### src/rtl/multiaddr_pkg.sv
// Shared types and helpers for the range-to-multi-address encoder.
// Addresses up to 64 bits wide are supported by the helpers here.
package multiaddr_pkg;

  typedef enum logic [0:0] {
    IDLE = 1'b0,
    BUSY = 1'b1
  } encode_state_e;

  localparam int unsigned MAX_ADDR_WIDTH = 64;

  typedef logic [MAX_ADDR_WIDTH-1:0] wide_addr_t;

  // Don't-care mask for an aligned power-of-two set of the given size.
  function automatic wide_addr_t pow2_mask(input wide_addr_t size);
    return size - wide_addr_t'(1);
  endfunction

endpackage

### src/rtl/lzc.sv
// Zero counter: trailing zeros (Leading=0) or leading zeros (Leading=1).
// empty is raised for an all-zero input, in which case cnt is 0.
module lzc #(
  parameter int unsigned Width   = 32,
  parameter bit          Leading = 1'b0,
  localparam int unsigned CntW   = $clog2(Width)
) (
  input  logic [Width-1:0] data_i,
  output logic [CntW-1:0]  cnt_o,
  output logic             empty_o
);

  always_comb begin
    // NOTE: every output of a combinational block gets a default first, otherwise a latch is inferred.
    cnt_o   = '0;
    empty_o = 1'b1;
    if (Leading) begin
      // Ascending scan: the highest set bit is the last one to write cnt_o.
      for (int i = 0; i < int'(Width); i++) begin
        if (data_i[i]) begin
          cnt_o   = CntW'(int'(Width) - 1 - i);
          empty_o = 1'b0;
        end
      end
    end else begin
      for (int i = int'(Width) - 1; i >= 0; i--) begin
        if (data_i[i]) begin
          cnt_o   = CntW'(i);
          empty_o = 1'b0;
        end
      end
    end
  end

endmodule

### src/rtl/multiaddr_range_encode.sv
// Splits [start, end) into the minimal ordered list of aligned {addr, mask} sets, one per cycle.
// Define MULTIADDR_ENCODE_ERR_EN to pulse err_o after a rejected (empty/inverted) request.
module multiaddr_range_encode
  import multiaddr_pkg::*;
#(
  parameter int unsigned AddrWidth = 32
) (
  input  logic                 clk_i,
  input  logic                 rst_ni,
  input  logic [AddrWidth-1:0] req_start_i,
  input  logic [AddrWidth-1:0] req_end_i,
  input  logic                 req_valid_i,
  output logic                 req_ready_o,
  output logic [AddrWidth-1:0] addr_o,
  output logic [AddrWidth-1:0] mask_o,
  output logic                 last_o,
  output logic                 valid_o,
  input  logic                 ready_i,
  output logic                 err_o
);

  localparam int unsigned CntW = $clog2(AddrWidth);

  typedef logic [AddrWidth-1:0] addr_t;

  encode_state_e   state_q;
  addr_t           cursor_q;
  addr_t           end_q;

  addr_t           remaining;
  addr_t           size;
  addr_t           set_mask;
  logic            set_last;
  logic [CntW-1:0] tz_cnt;
  logic [CntW-1:0] lz_cnt;
  logic [CntW-1:0] fit_exp;
  logic [CntW-1:0] size_exp;
  logic            cursor_zero;
  logic            rem_zero;
  logic            req_bad;

  assign remaining = end_q - cursor_q;
  assign req_bad   = req_end_i <= req_start_i;

  lzc #(
    .Width   (AddrWidth),
    .Leading (1'b0)
  ) u_align_lzc (
    .data_i  (cursor_q),
    .cnt_o   (tz_cnt),
    .empty_o (cursor_zero)
  );

  lzc #(
    .Width   (AddrWidth),
    .Leading (1'b1)
  ) u_fit_lzc (
    .data_i  (remaining),
    .cnt_o   (lz_cnt),
    .empty_o (rem_zero)
  );

  // A zero cursor is aligned to everything, so only the remaining length bounds the set.
  always_comb begin
    fit_exp  = CntW'(AddrWidth - 1) - lz_cnt;
    size_exp = (cursor_zero || (tz_cnt > fit_exp)) ? fit_exp : tz_cnt;
    size     = addr_t'(1) << size_exp;
    set_mask = addr_t'(pow2_mask(wide_addr_t'(size)));
    set_last = !rem_zero && (size == remaining);
  end

  assign req_ready_o = (state_q == IDLE);
  assign valid_o     = (state_q == BUSY);
  assign addr_o      = valid_o ? cursor_q : '0;
  assign mask_o      = valid_o ? set_mask : '0;
  assign last_o      = valid_o & set_last;

  always_ff @(posedge clk_i) begin
    // NOTE: registered state is updated with non-blocking assignments so every flop samples pre-edge values.
    if (!rst_ni) begin
      state_q  <= IDLE;
      cursor_q <= '0;
      end_q    <= '0;
    end else begin
      case (state_q)
        IDLE: begin
          if (req_valid_i && !req_bad) begin
            cursor_q <= req_start_i;
            end_q    <= req_end_i;
            state_q  <= BUSY;
          end
        end
        BUSY: begin
          if (ready_i) begin
            cursor_q <= cursor_q + size;
            if (set_last) state_q <= IDLE;
          end
        end
        default: state_q <= IDLE;
      endcase
    end
  end

`ifdef MULTIADDR_ENCODE_ERR_EN
  logic err_q;

  always_ff @(posedge clk_i) begin
    if (!rst_ni) err_q <= 1'b0;
    else         err_q <= req_ready_o && req_valid_i && req_bad;
  end

  assign err_o = err_q;
`else
  assign err_o = 1'b0;
`endif

endmodule

### config.mk
export PLATFORM = sky130hd
export DESIGN_NAME = multiaddr_range_encode
export DESIGN_NICKNAME = d
export VERILOG_FILES = /design/src/rtl/multiaddr_pkg.sv /design/src/rtl/lzc.sv /design/src/rtl/multiaddr_range_encode.sv
export SDC_FILE = /design/constraint.sdc
export NUM_CORES = 1
export LEC_CHECK = 0
export CORE_UTILIZATION = 52
export DETAILED_ROUTE_END_ITERATION = 7
export PLACE_DENSITY = 0.79
export SLEW_MARGIN = 20
export SYNTH_ARGS = -nofsm -noshare
export SYNTH_HDL_FRONTEND = slang
export SYNTH_SLANG_ARGS = --single-unit
export TNS_END_PERCENT = 50
### constraint.sdc
create_clock -name clk_i -period 9.4 [get_ports clk_i]
set_clock_uncertainty 0.2 [all_clocks]
set_input_delay 0.94 -clock clk_i [delete_from_list [all_inputs] [get_ports clk_i]]
set_output_delay 0.94 -clock clk_i [all_outputs]
set_load 0.005 [all_outputs]
==> out/results.ini <==
[outcome]
result_of_the_run=complete, no violations

[place]
port_buffers=133
place.gp.congestion=1.036
place.detailed.instances=1820
detailed_place_hpwl_mm=30.21

[setup_path]
worst-path-max-fanout=7
reg2regPathDepth=41
worstPathRequired_ns=9.46
ff_to_ff_setup_slack_ns=0.27
slowest_stage=or3b_4
setup.worst_path.start_class=register
worstSetupPathType=reg -> reg
timing.rr.end=cursor_q[30]
worst_path_most_repeated_cell=o21a_1
worst_ep_arrival_time_ns=9.20
worst_path_largest_cell_delay_ns=0.46
critical_path.reg2reg.startpoint=cursor_q[10]
worst_setup_path_end_kind=register

[floorplanning]
initial_core_utilization_pct=53.88
dieArea_sq_mm=0.01949
core_footprint_sq_mm=0.01827
die_w_um=139.6
std_cell_rows=49
die_height_um=139.6
io_pins=136

[min_path]
timing.hold.worst.start=end_q[15]
min_delay_worst_endpoint=end_q[15]
worstHoldPathType=reg -> reg
hold-path-cell-count=2

[synth]
ys_types=100
synth-xor-area-share_pct=5.071
post_synth_and_or_nand_nor_area_fraction_pct=27.08
synth_seq_area_share_pct=13.22
postSynth.asyncResetShare_pct=0
number_of_enable_flip_flop_cells_after_synthesis=0
synth_top_family_by_area=compound AO/OA/AOI/OAI gates
area_fraction_in_compound_gates_after_synthesis_pct=33.66
ys_seq_elements=65
synth_adder_area_share_pct=12.86
synth_warnings=0
synthesis.area_sq_mm=0.009844
synthesized_area_per_cell_sq_um=7.052
ys_dominant_reg_cell=dfxtp_1
post_synth_mux_area_share_pct=1.551
synth_cells=1396

[timing]
hold_violations=0
final.min_clock_period_ns=9.134
finalMaxSlewViolations=0
finalCritPeriodShare_pct=97.17
final_report_setup_violation_count=0
fmax_mhz=109.5
finalHoldWorstSlack_ns=0.3045
worst_slew_pin_slew_ns=1.105
maxSlewHeadroom_pct=26.36

[finish]
final_common_cell=nand2_1
fin_cells=1842
fraction_of_final_layout_cells_sized_beyond_drive_strength_1_pct=15.56
diodes=0
most-common-layout-cells=nand2_1 (164), clkdlybuf4s50_1 (132), buf_4 (132), nor2_1 (128), inv_1 (98)
syn_to_final_growth_pct=29.56
number_of_nets_in_the_finished_design=1777

[power_and_ir_drop]
p_int_mw=1.226
comb_power_share_pct=72.1
total_leakage_power_nw=5.693
netSwitchingPower_mw=1.162
switching_share_pct=48.64
clkPwrFrac_pct=14.0
max-vdd-ir-drop_mv=0.09940
seq_power_share_pct=13.9
power.density_cell_area_mw_per_mm2=187.2

[routing]
wl_per_cell_um=20.44
drt_iter0_drc=1253
routed_wl_mm=37.65
ant_nets=0
remaining_routing_drc_violations=0
routed_via_density=6.374
firstDrtPassIters=6
route.vias.total=11741

[clocking]
cts-root-buf=clkbuf_16
clock_insertion_delay_worst_skew_ns=0.34
clk_transition_reported_paths_ns=0.07
cts_buffer_depth=2
cts_tree=yes
cts_max_level=3
post_cts_hold_buffer_count=0
cts-buffers-inserted=9
clkSinkCount=65

[grt]
initial_antenna_violation_count=0
overflow=0
gr-usage-all-layers_pct=37.51
grt_first_pass_wirelength_mm=57.08
number_of_global_route_vias_before_repair=10575
grt_start_max_net_pins=67

[job]
max_cap_viol_count=0

[worst max-delay path by stage]
stage                               to  cells past startpoint  slack (ns)         start
after detailed placement  cursor_q[29]                     43        0.20      end_q[0]
after floorplan           cursor_q[25]                     43        0.17   cursor_q[0]
final                     cursor_q[30]                     41        0.27  cursor_q[10]
after global placement    cursor_q[30]                     42        0.40   cursor_q[8]
after CTS                 cursor_q[30]                     42        0.13      end_q[0]
after global routing      cursor_q[30]                     43       -0.07  cursor_q[12]
[flip-flops by register name, indices dropped and copies added, names as in the netlist]
signal	count
valid_o	1
end_q	32
cursor_q	32
[cells by family after synthesis]
logic type,count (synthesis)
buffers and inverters,163
other,1
and+or+nand+nor,534
muxes,15
DFF,65
adders and majority gates,100
AOI/OAI and AO/OA,461
xor gates and xnor gates,57
[power by group through the flow]
stage	clock [mW]	combinational (mW)	sequential [mW]
global route	0.347	1.84	0.334
CTS	0.335	1.60	0.329
global placement	0	1.58	0.334
finish	0.335	1.72	0.333
floorplan	0	0.992	0.327
detailed placement	0	1.59	0.335
[cells in the mapped netlist (all sizes together), types with 5 or more instances]
master	instances	area, sq um
a211o	12	105.1
a211oi	18	165.2
a21boi	37	277.8
a21o	31	232.7
a21oi	96	495.5
a22oi	6	55.05
a311oi	6	52.55
a31o	7	61.31
a31oi	23	143.9
a41oi	5	62.56
and2	17	106.4
and3	16	105.1
buf	20	105.1
clkbuf	44	165.2
dfxtp	65	1301
ha	98	1226
inv	99	371.6
mux2i	13	130.1
nand2	165	621.9
nand2b	29	181.4
nand3	38	190.2
nand4	13	81.33
nor2	132	498.0
nor2b	24	150.1
nor3	32	197.7
nor4	21	161.4
o211a	19	190.2
o211ai	25	202.7
o21a	25	187.7
o21ai	76	387.9
o21bai	9	67.56
o22ai	7	43.79
o311a	5	50.05
o311ai	6	52.55
o31ai	9	67.56
or2	9	61.32
or3	11	73.82
or4	7	52.55
xnor2	37	324.1
xor2	20	175.2
[area by class of cell]
| class | count | area (sq um) |
|---|---|---|
| Timing Repair Buffer | 265 | 2317 |
| Fill cell | 1586 | 5515 |
| Inverter | 99 | 371.6 |
| Clock buffer | 9 | 225.2 |
| Clock inverter | 6 | 60.06 |
| Tap cell | 229 | 286.5 |
| Sequential cell | 65 | 1309 |
| Multi-Input combinational cell | 1169 | 8185 |
[worst max-delay path, delay by kind of cell, from the launching register on]
kind | cells | cell delay (ns)
flip-flops | 1 | 0.35
AND/OR/NAND/NOR | 4 | 0.92
AO/OA/AOI/OAI | 25 | 4.93
adder cells (fa/ha/maj) | 4 | 1.34
multiplexers | 1 | 0.37
buffers and inverters | 6 | 0.79
XOR/XNOR | 1 | 0.14
[metal layers]
metal / global-route usage [%] / wire length [um] / vias up
met4: 12.84 / 1124 / 0
met1: 53.21 / 16380 / 5487
li1: - / - / 5537
met2: 57.02 / 16120 / 638
met3: 6.366 / 4019 / 79
met5: 0 / 0 / -
[per-stage QoR]
step / instance area (sq um) / power [mW] / setup slack, ns / utilization (%) / TNS (ns)
2_1_floorplan: 9848 / 1.319 / 0.1728 / - / 0
6_report: 12750 / 2.388 / 0.2664 / 69.81 / 0
3_5_place_dp: 12130 / 1.923 / 0.2025 / 66.40 / 0
4_1_cts: 12420 / 2.260 / 0.1314 / 67.96 / 0
3_3_place_gp: 12130 / 1.910 / 0.4016 / 66.40 / 0
5_1_grt: 12750 / 2.519 / -0.07177 / 69.81 / -0.1415
[repair_timing]
action | CTS | global route
buffers inserted | 0 | 7
setup endpoints to repair | 0 | 18
endpoints found under the hold margin | 0 | 0
gates resized for setup | 0 | 63
Power figures use the tool's default switching activity.
